### src/rtl/cart_defs_pkg.sv
// Shared types and constants for the MBC1 cartridge bus responder.
package cart_defs;

    typedef struct packed {
        logic       ram_en;
        logic [4:0] bank_lo;
        logic [1:0] bank_hi;
        logic       mode;
    } mbc1_regs_s;

    typedef enum logic [1:0] {REG_ROM0, REG_ROMX, REG_ERAM, REG_NONE} cart_region_e;

    typedef enum logic [1:0] {IDLE, LOOKUP, DRIVE, WRITE} cart_bus_state_e;

    localparam logic [3:0]  RAM_ENABLE_KEY = 4'hA;

    // Region bases on the cartridge address map
    localparam logic [15:0] ROM0_BASE = 16'h0000;
    localparam logic [15:0] ROMX_BASE = 16'h4000;
    localparam logic [15:0] ERAM_BASE = 16'hA000;

    // MBC1 register windows inside ROM space, selected by addr[14:13]
    localparam logic [1:0]  MBC_SEL_RAMEN  = 2'd0;
    localparam logic [1:0]  MBC_SEL_BANKLO = 2'd1;
    localparam logic [1:0]  MBC_SEL_BANKHI = 2'd2;
    localparam logic [1:0]  MBC_SEL_MODE   = 2'd3;

    localparam mbc1_regs_s  MBC1_REGS_RST = '{ram_en: 1'b0, bank_lo: 5'd1, bank_hi: 2'd0, mode: 1'b0};

    // Classify a bus address; the RAM window only answers when n_cs is low.
    function automatic cart_region_e decode_region(input logic [15:0] a, input logic n_cs);
        cart_region_e r;
        if (a[15] == ROM0_BASE[15])
            r = (a[14] == ROMX_BASE[14]) ? REG_ROMX : REG_ROM0;
        else if (a[15:13] == ERAM_BASE[15:13] && !n_cs)
            r = REG_ERAM;
        else
            r = REG_NONE;
        return r;
    endfunction

endpackage

### src/rtl/cart_bus_sync.sv
// Multi-flop synchronizer for a bundle of asynchronous bus pins.
module cart_bus_sync
    import cart_defs::*;
#(
    parameter int             W       = 1,
    parameter int             STAGES  = 2,
    parameter logic [W-1:0]   RST_VAL = '0
) (
    input  logic         clk_4mhz,
    input  logic         rst,
    input  logic [W-1:0] d_in,
    output logic [W-1:0] d_out
);

    logic [STAGES-1:0][W-1:0] sync_q, sync_d;

    // Shift the pin value one stage deeper each cycle
    always_comb begin
        sync_d = {sync_q[STAGES-2:0], d_in};
    end

    // Synchronizer flops, parked at the idle pin level in reset
    always_ff @(posedge clk_4mhz) begin
        if (rst) sync_q <= {STAGES{RST_VAL}};
        else     sync_q <= sync_d;
    end

    assign d_out = sync_q[STAGES-1];

endmodule

### src/rtl/cart_bus_responder.sv
// MBC1 cartridge-side bus responder: ROM banking plus optional external RAM.
// Build option: define CART_EXT_RAM_EN to serve the 0xA000-0xBFFF RAM window;
// without it that window reads 0xFF and the RAM port is tied off.
module cart_bus_responder
    import cart_defs::*;
#(
    parameter int ROM_BANKS   = 64,
    parameter int RAM_BANKS   = 4,
    parameter int SYNC_STAGES = 2,
    localparam int ROM_AW     = $clog2(ROM_BANKS) + 14,
    localparam int RAM_AW     = $clog2(RAM_BANKS) + 13
) (
    input  logic              clk_4mhz,
    input  logic              rst,
    input  logic              bus_n_rst,
    input  logic              bus_n_cs,
    input  logic              bus_n_rd,
    input  logic              bus_n_wr,
    input  logic [15:0]       bus_addr,
    input  logic [7:0]        bus_d_in,
    output logic [7:0]        bus_d_out,
    output logic              bus_d_oe,
    output logic [ROM_AW-1:0] rom_addr,
    input  logic [7:0]        rom_rdata,
    output logic [RAM_AW-1:0] ram_addr,
    output logic [7:0]        ram_wdata,
    output logic              ram_we,
    input  logic [7:0]        ram_rdata
);

    logic        n_rst_s, n_cs_s, n_rd_s, n_wr_s;
    logic [15:0] addr_s;
    logic [7:0]  d_s;
    logic        rst_eff;

    cart_bus_sync #(.W(4), .STAGES(SYNC_STAGES), .RST_VAL(4'hF)) u_sync_strb (
        .clk_4mhz (clk_4mhz),
        .rst      (rst),
        .d_in     ({bus_n_rst, bus_n_cs, bus_n_rd, bus_n_wr}),
        .d_out    ({n_rst_s, n_cs_s, n_rd_s, n_wr_s})
    );

    cart_bus_sync #(.W(16), .STAGES(SYNC_STAGES)) u_sync_addr (
        .clk_4mhz (clk_4mhz),
        .rst      (rst),
        .d_in     (bus_addr),
        .d_out    (addr_s)
    );

    cart_bus_sync #(.W(8), .STAGES(SYNC_STAGES)) u_sync_data (
        .clk_4mhz (clk_4mhz),
        .rst      (rst),
        .d_in     (bus_d_in),
        .d_out    (d_s)
    );

    // The cart reset pin acts exactly like the local reset once synchronized
    assign rst_eff = rst | ~n_rst_s;

    // ROM byte address; shifting inside ROM_AW bits drops high bank bits (bank % ROM_BANKS)
    function automatic logic [ROM_AW-1:0] rom_map(input mbc1_regs_s r, input logic [14:0] a);
        logic [6:0] bank;
        if (a[14]) bank = {r.bank_hi, r.bank_lo};
        else       bank = r.mode ? {r.bank_hi, 5'd0} : 7'd0;
        return (ROM_AW'(bank) << 14) | ROM_AW'(a[13:0]);
    endfunction

`ifdef CART_EXT_RAM_EN
    // RAM byte address; same truncation trick gives bank_hi % RAM_BANKS
    function automatic logic [RAM_AW-1:0] ram_map(input mbc1_regs_s r, input logic [12:0] a);
        logic [1:0] bank;
        bank = r.mode ? r.bank_hi : 2'd0;
        return (RAM_AW'(bank) << 13) | RAM_AW'(a);
    endfunction
`endif

    cart_bus_state_e   state_q, state_d;
    mbc1_regs_s        regs_q, regs_d;
    cart_region_e      rd_region_q, rd_region_d;
    cart_region_e      region_s;
    logic [15:0]       wr_addr_q, wr_addr_d;
    logic [7:0]        wr_data_q, wr_data_d;
    logic              wr_n_cs_q, wr_n_cs_d;
    logic              n_wr_prev_q, n_wr_prev_d;
    logic              wr_done;
    logic [ROM_AW-1:0] rom_addr_q, rom_addr_d;
    logic [7:0]        d_out_q, d_out_d;
    logic              oe_q, oe_d;
    logic [7:0]        rd_data;
`ifdef CART_EXT_RAM_EN
    logic [RAM_AW-1:0] ram_addr_q, ram_addr_d;
    logic [7:0]        ram_wdata_q, ram_wdata_d;
    logic              ram_we_q, ram_we_d;
`endif

    assign region_s = decode_region(addr_s, n_cs_s);
    assign wr_done  = ~n_wr_prev_q & n_wr_s;

    // Select the byte to put on the bus for the region latched at LOOKUP entry
    always_comb begin
        rd_data = 8'hFF;
        case (rd_region_q)
            REG_ROM0, REG_ROMX: rd_data = rom_rdata;
`ifdef CART_EXT_RAM_EN
            REG_ERAM:           if (regs_q.ram_en) rd_data = ram_rdata;
`endif
            default:            rd_data = 8'hFF;
        endcase
    end

    // Next-state logic: read handshake, write capture/commit, MBC register updates
    always_comb begin
        state_d     = state_q;
        regs_d      = regs_q;
        rd_region_d = rd_region_q;
        rom_addr_d  = rom_addr_q;
        d_out_d     = d_out_q;
        oe_d        = oe_q;
        wr_addr_d   = wr_addr_q;
        wr_data_d   = wr_data_q;
        wr_n_cs_d   = wr_n_cs_q;
        n_wr_prev_d = n_wr_s;
`ifdef CART_EXT_RAM_EN
        ram_addr_d  = ram_addr_q;
        ram_wdata_d = ram_wdata_q;
        ram_we_d    = 1'b0;
`endif
        // Keep the last address/data seen while the write strobe is low
        if (!n_wr_s) begin
            wr_addr_d = addr_s;
            wr_data_d = d_s;
            wr_n_cs_d = n_cs_s;
        end

        case (state_q)
            IDLE: begin
                oe_d = 1'b0;
                if (wr_done) begin
                    state_d = WRITE;
                    if (!wr_addr_q[15]) begin
                        case (wr_addr_q[14:13])
                            MBC_SEL_RAMEN:  regs_d.ram_en  = (wr_data_q[3:0] == RAM_ENABLE_KEY);
                            MBC_SEL_BANKLO: regs_d.bank_lo = (wr_data_q[4:0] == 5'd0) ? 5'd1 : wr_data_q[4:0];
                            MBC_SEL_BANKHI: regs_d.bank_hi = wr_data_q[1:0];
                            MBC_SEL_MODE:   regs_d.mode    = wr_data_q[0];
                            default:        regs_d         = regs_q;
                        endcase
                    end
`ifdef CART_EXT_RAM_EN
                    else if (decode_region(wr_addr_q, wr_n_cs_q) == REG_ERAM && regs_q.ram_en) begin
                        ram_we_d    = 1'b1;
                        ram_addr_d  = ram_map(regs_q, wr_addr_q[12:0]);
                        ram_wdata_d = wr_data_q;
                    end
`endif
                end else if (!n_rd_s && n_wr_s && region_s != REG_NONE) begin
                    // Write wins when both strobes are low, hence the n_wr_s term
                    state_d     = LOOKUP;
                    rd_region_d = region_s;
                    if (region_s == REG_ERAM) begin
`ifdef CART_EXT_RAM_EN
                        ram_addr_d = ram_map(regs_q, addr_s[12:0]);
`endif
                    end else begin
                        rom_addr_d = rom_map(regs_q, addr_s[14:0]);
                    end
                end
            end
            LOOKUP: begin
                if (n_rd_s) begin
                    state_d = IDLE;
                end else begin
                    state_d = DRIVE;
                    oe_d    = 1'b1;
                    d_out_d = rd_data;
                end
            end
            DRIVE: begin
                if (n_rd_s) begin
                    state_d = IDLE;
                    oe_d    = 1'b0;
                end
            end
            WRITE:   state_d = IDLE;
            default: state_d = IDLE;
        endcase
    end

    // State and registered outputs; the cart reset pin clears these too
    always_ff @(posedge clk_4mhz) begin
        if (rst_eff) begin
            state_q     <= IDLE;
            regs_q      <= MBC1_REGS_RST;
            rd_region_q <= REG_NONE;
            wr_addr_q   <= '0;
            wr_data_q   <= '0;
            wr_n_cs_q   <= 1'b1;
            n_wr_prev_q <= 1'b1;
            rom_addr_q  <= '0;
            d_out_q     <= 8'hFF;
            oe_q        <= 1'b0;
`ifdef CART_EXT_RAM_EN
            ram_addr_q  <= '0;
            ram_wdata_q <= '0;
            ram_we_q    <= 1'b0;
`endif
        end else begin
            state_q     <= state_d;
            regs_q      <= regs_d;
            rd_region_q <= rd_region_d;
            wr_addr_q   <= wr_addr_d;
            wr_data_q   <= wr_data_d;
            wr_n_cs_q   <= wr_n_cs_d;
            n_wr_prev_q <= n_wr_prev_d;
            rom_addr_q  <= rom_addr_d;
            d_out_q     <= d_out_d;
            oe_q        <= oe_d;
`ifdef CART_EXT_RAM_EN
            ram_addr_q  <= ram_addr_d;
            ram_wdata_q <= ram_wdata_d;
            ram_we_q    <= ram_we_d;
`endif
        end
    end

    assign bus_d_out = d_out_q;
    assign bus_d_oe  = oe_q;
    assign rom_addr  = rom_addr_q;

`ifdef CART_EXT_RAM_EN
    assign ram_addr  = ram_addr_q;
    assign ram_wdata = ram_wdata_q;
    assign ram_we    = ram_we_q;
`else
    // RAM port tied off; these bits only matter when the RAM window is built
    logic unused_ram_bits;
    assign unused_ram_bits = ^{ram_rdata, regs_q.ram_en, wr_n_cs_q, wr_data_q[7:5]};
    assign ram_addr  = '0;
    assign ram_wdata = '0;
    assign ram_we    = 1'b0;
`endif

endmodule
### config.mk
export PLATFORM = sky130hd
export DESIGN_NAME = cart_bus_responder
export DESIGN_NICKNAME = d
export VERILOG_FILES = /design/src/rtl/cart_defs_pkg.sv /design/src/rtl/cart_bus_sync.sv /design/src/rtl/cart_bus_responder.sv
export SDC_FILE = /design/constraint.sdc
export NUM_CORES = 1
export LEC_CHECK = 0
export ABC_AREA = 1
export BUFFER_PORTS_ARGS = -buffer_cell sky130_fd_sc_hd__buf_2
export CAP_MARGIN = 20
export CORE_ASPECT_RATIO = 2
export CORE_MARGIN = 1
export CORE_UTILIZATION = 51
export DETAILED_ROUTE_END_ITERATION = 10
export PLACE_DENSITY = 0.78
export SYNTH_ARGS = -nofsm -noshare
export SYNTH_HDL_FRONTEND = slang
export SYNTH_SLANG_ARGS = --single-unit
export TNS_END_PERCENT = 20
### constraint.sdc
create_clock -name clk_4mhz -period 1.3 [get_ports clk_4mhz]
set_input_delay 0.13 -clock clk_4mhz [delete_from_list [all_inputs] [get_ports clk_4mhz]]
set_output_delay 0.13 -clock clk_4mhz [all_outputs]
set_load 0.01 [all_outputs]
* Word level (Yosys, flattened, before mapping)
Cells that the tools add are included.
Storage, ports and cells: flip-flop bits (word level) 112, word-level logic and storage cells 76
Operators by class: equal/unequal tests 13, muxes and demuxes 19, bitwise gates (word level) 9, reductions and logical operators 18
Operators with widths (count):
- $mux W6 | 6
- $or A20 B14 Y20 | 1
- $reduce_and A4 Y1 | 4
- $eq A2 B2 Y1 const B | 5
- $mux W2 | 5
- $mux W8 | 1
- $pmux W2 S4 | 1
- $eq A2 B1 Y1 const B | 3
- $not A1 Y1 | 6
- $reduce_and A3 Y1 | 2
- $logic_not A5 Y1 | 1
- $mux W5 | 1
- $logic_not A2 Y1 | 2
- $mux W1 | 4
- $ne A2 B2 Y1 const B | 2
- $reduce_and A2 Y1 | 2
- $eq A3 B3 Y1 const B | 1
- $logic_and A1 B1 Y1 | 3
- $ne A3 B3 Y1 const B | 1
- $pmux W1 S3 | 1
- $reduce_bool A3 Y1 | 1
- $logic_not A1 Y1 | 2
- $ne A2 B1 Y1 const B | 1
- $reduce_or A2 Y1 | 1
- 2 further kinds | 2

* Logic depth before layout (Yosys ltp)
depth after elaboration 10, mapped depth 7

* By module
A second synthesis with hierarchy kept.
Unflattened totals: cell total of the unflattened synthesis 442, area total of the unflattened synthesis 3637.2 um^2
By module, submodules not included:
- cart_bus_responder | times used 1, cells an instance 268, area each 2024.4 um^2, seq. area each 960.9 um^2
- cart_bus_sync (u_sync_addr) | times used 1, cells an instance 99, area each 914.6 um^2, seq. area each 640.6 um^2
- cart_bus_sync (u_sync_data) | times used 1, cells an instance 50, area each 474.2 um^2, seq. area each 320.3 um^2
- cart_bus_sync (u_sync_strb) | times used 1, cells an instance 25, area each 224.0 um^2, seq. area each 160.2 um^2

* Least setup slack after synthesis
No wires, ideal clock.
kind reg2reg, start register state_q[0], end register rom_addr_q[11], in the netlist rom_addr[11], setup time 0.116 ns, data arrival time 0.953 ns, slack 0.232 ns, stages on the path, launching flop included 7, buffers on the path 1, cells stage by stage dfxtp_1 nor2_4 nand2_1 nor2_4 buf_4 o21ai_0 nor2_1
Between the ends: longest elaborated chain between the ends 2
Ends and longest elaborated chain:
- start: declaration | RTL line cart_bus_responder.sv:77 | cart_bus_state_e state_q, state_d;
- start signal: assignment | RTL line cart_bus_responder.sv:208 | state_q <= state_d;
- $logic_not A2 Y1 | RTL line cart_bus_responder.sv:135 | case (state_q)
- $reduce_and A4 Y1 (no line)
- end signal: assignment | RTL line cart_bus_responder.sv:215 | rom_addr_q <= rom_addr_d;
- end: declaration | RTL line cart_bus_responder.sv:86 | logic [ROM_AW-1:0] rom_addr_q, rom_addr_d;
No other way between the ends. A chain may end at the register's enable or synchronous reset.

* Worst setup path in the final report
start register state_q[1], end register rom_addr_q[14], in the netlist rom_addr[14]
Same word-level chain as after synthesis.

==> results.cfg <==
[status]
status = finished clean

[placement]
port_buffers = 63
post-dp-hpwl_um = 4069
gp_congestion = 0.7985

[power_and_ir_drop]
powerDensity_mw_per_mm2 = 1385
power_leakage_nw = 2.040
power.total_mw = 5.930
ir_worst_vdd_uv = 780.7

[synthesis]
synthMuxAreaShare_pct = 0
synth_top_family_by_area = simple AND/OR/NAND/NOR gates
synthArstFlopShare_pct = 0
ys_seq_area_share_pct = 57.21
ys.flop_type = dfxtp_1
synth-simple-area-share_pct = 19.41
syn_inst = 417
synth_fa_ha_area_share_pct = 0
synth_edf_count = 0
synth_compound_area_share_pct = 9.121
synth_cell_types = 24
synth-seq-cells = 98
synth.avg_cell_area_um2 = 8.224
netlist_area_mm2 = 0.003430
synth_warnings = 0
synth_xor_area_share_pct = 0

[cells_and_area]
drive_above_1_share_pct = 21.14
syn_to_final_growth_pct = 24.88
fill_cells = 543
final_nets = 552
diodes = 0
postLayoutCoreUtil_pct = 65.20

[detailed_routing]
drc = 0
dr.pass1.iters = 7
ant_nets = 0
vias = 2658
wire_per_inst_um = 10.14
initialDrtViolationCount = 118
viasPerCell = 4.437
wl_um = 6073

[grt]
antenna_found_initial = 0
overflow = 0
grt_max_degree = 29
grt_usage_pct = 19.34
grt_pass1_wl_um = 10310
grt_pass1_vias = 2544

[timing]
hold_viol_final = 0
max_freq_ghz = 0.8314
finalCritPeriodShare_pct = 92.52
drv_slew = 0
post-route-min-period_ps = 1203
setup_viol = 0
finClkSkew_ps = 5.813

[floorplanning]
coreArea_mm2 = 0.006569
die_h_um = 118.0
io-pin-count = 99
die-width_um = 59.99
fp.dieArea_mm2 = 0.007076
rows = 42
start_util_pct = 52.21

[worst_setup_path]
critPathTopFamily = simple AND/OR/NAND/NOR gates
worstSetupEndpointType = register
path_common_cell = nor2_4
critical_path_class = register to register
max_stage_delay_ps = 350
worstPathRequired_ps = 1560
slowest_stage = dfxtp_1
critPathBufInv = 1
cp_data_arrival_time_ps = 1460
r2r_slack_ps = 100
critical_path.cell_chain = nor2_4 > nand2_2 > nor2_4 > buf_12 > nand3_1 > a21oi_1
startpoint_type = register
critPathMaxFanout = 20

[clock_tree]
cts_tree = built
clock_tree.root_cell = clkbuf_16
insertion_delay_ps = 330
clk_pin_slew_ps = 60
cts_num_sinks = 98
htree_levels = 3
cts_buffers = 9
postCtsSetupRepairBufs = 0
cts_buffer_depth = 2

[min_path]
hold_class = primary input to register

[run]
max-cap-violations = 0
-- state kept, by name, summed over array words and instances, names as in the netlist --
| name | flops |
|---|---|
| state_q | 2 |
| n_wr_prev_q | 1 |
| rom_addr | 20 |
| bus_d_out | 8 |
| wr_data_q | 5 |
| bus_d_oe | 1 |
| u_sync_strb.sync_d | 4 |
| u_sync_addr.sync_d | 16 |
| u_sync_data.d_out | 5 |
| u_sync_strb.d_out | 4 |
| u_sync_data.sync_d | 5 |
| u_sync_addr.d_out | 16 |
| regs_q | 7 |
| rd_region_q | 1 |
| wr_addr_q | 3 |
-- through the flow --
stage | instance area [um^2] | setup TNS (ps) | setup WS [ps] | std cells | hold slack [ps]
floorplan | 3516 | 0 | 231.5 | 440 | 233.8
global placement | 3777 | 0 | 118.0 | 561 | 312.4
detailed placement | 3777 | 0 | 78.81 | 561 | 315.1
CTS | 4272 | 0 | 66.54 | 599 | 0.5697
global route | 4283 | -35.90 | -30.08 | 599 | 3.986
finish | 4283 | 0 | 97.19 | 599 | 6.526
-- final timing paths --
path,startpoint,end,depth (start not counted)
worst max register to register,state_q[1]$_SDFFE_PP0P_,rom_addr[14]$_SDFFE_PP0P_,6
worst min-delay path,bus_addr[11],u_sync_addr.sync_d[27]$_SDFF_PP0_,3
worst min register to register,u_sync_addr.sync_d[22]$_SDFF_PP0_,u_sync_addr.d_out[6]$_SDFF_PP0_,2
worst max-delay path,state_q[1]$_SDFFE_PP0P_,rom_addr[14]$_SDFFE_PP0P_,6
-- layer usage --
metal  wire length, um  track usage [%]  vias to the layer above  part of all wire (%)
met3               186            4.176                       14                   3.1
met1              2272            18.47                     1171                    37
li1                  -                -                     1403                     -
met5                 0                0                        -                     0
met4               143            11.77                        0                   2.4
met2              3470            35.00                       70                    57
-- cell type report --
| class | instances | area (um^2) | share of cell area (%) |
|---|---|---|---|
| Sequential cell | 98 | 1963 | 45.84 |
| Multi-Input combinational cell | 243 | 1079 | 25.18 |
| Timing Repair Buffer | 95 | 635.6 | 14.84 |
| Clock buffer | 12 | 246.5 | 5.755 |
| Inverter | 59 | 221.5 | 5.171 |
| Tap cell | 88 | 110.1 | 2.571 |
| Clock inverter | 4 | 27.53 | 0.6427 |
-- cells in the final DEF, fill, tap and decap left out --
cell,n
dfxtp_1,97
inv_2,3
clkbuf_16,9
a211oi_1,1
dlygate4sd3_1,22
nand2_2,3
clkbuf_1,2
buf_12,2
clkinv_4,2
nor2_4,2
inv_1,56
o21ai_1,5
a21oi_1,29
o21ai_0,24
conb_1,24
o21bai_1,1
nand4_1,2
nor2_1,79
clkinv_2,2
nand2_1,46
nor3_1,3
nand3_2,2
o21a_1,1
buf_4,8
dfxtp_2,1
nand3_1,11
buf_2,63
or2_2,8
nor2_2,2
clkbuf_8,1
-- what timing repair did --
action,4_1_cts,5_1_grt
endpoints found under the setup margin,0,26
resized for setup,0,4
hold buffers,22,0
hold endpoints to repair,22,0
-- cell usage after synthesis (5+ instances only) --
| cell | count | area share [%] |
|---|---|---|
| dfxtp_1 | 98 | 57 |
| or2_2 | 8 | 1.5 |
| inv_1 | 56 | 6.1 |
| o21ai_0 | 24 | 3.5 |
| clkbuf_1 | 6 | 0.66 |
| nand2_1 | 48 | 5.3 |
| buf_4 | 26 | 5.7 |
| nand3_1 | 12 | 1.8 |
| a21oi_1 | 29 | 4.2 |
| nor2_1 | 79 | 8.6 |
| buf_2 | 7 | 1.0 |
| o21ai_1 | 5 | 0.73 |
-- cells by family after synthesis --
logic type | Yosys count
simple gates | 158
buf+inv | 99
flops | 98
compound gates | 61
other cells | 1
-- worst register-to-register path, cell delays in order (launching register included) --
cell and delay, ps:
dfxtp_1 350, nor2_4 210, nand2_2 110, nor2_4 110, buf_12 150, nand3_1 70
a21oi_1 140
-- where the power goes --
part,internal [mW],total [mW],switching (mW)
clock,1.35,2.37,1.02
sequential,3.11,3.16,0.0476
combinational,0.178,0.405,0.227
Power figures use the tool's default switching activity.
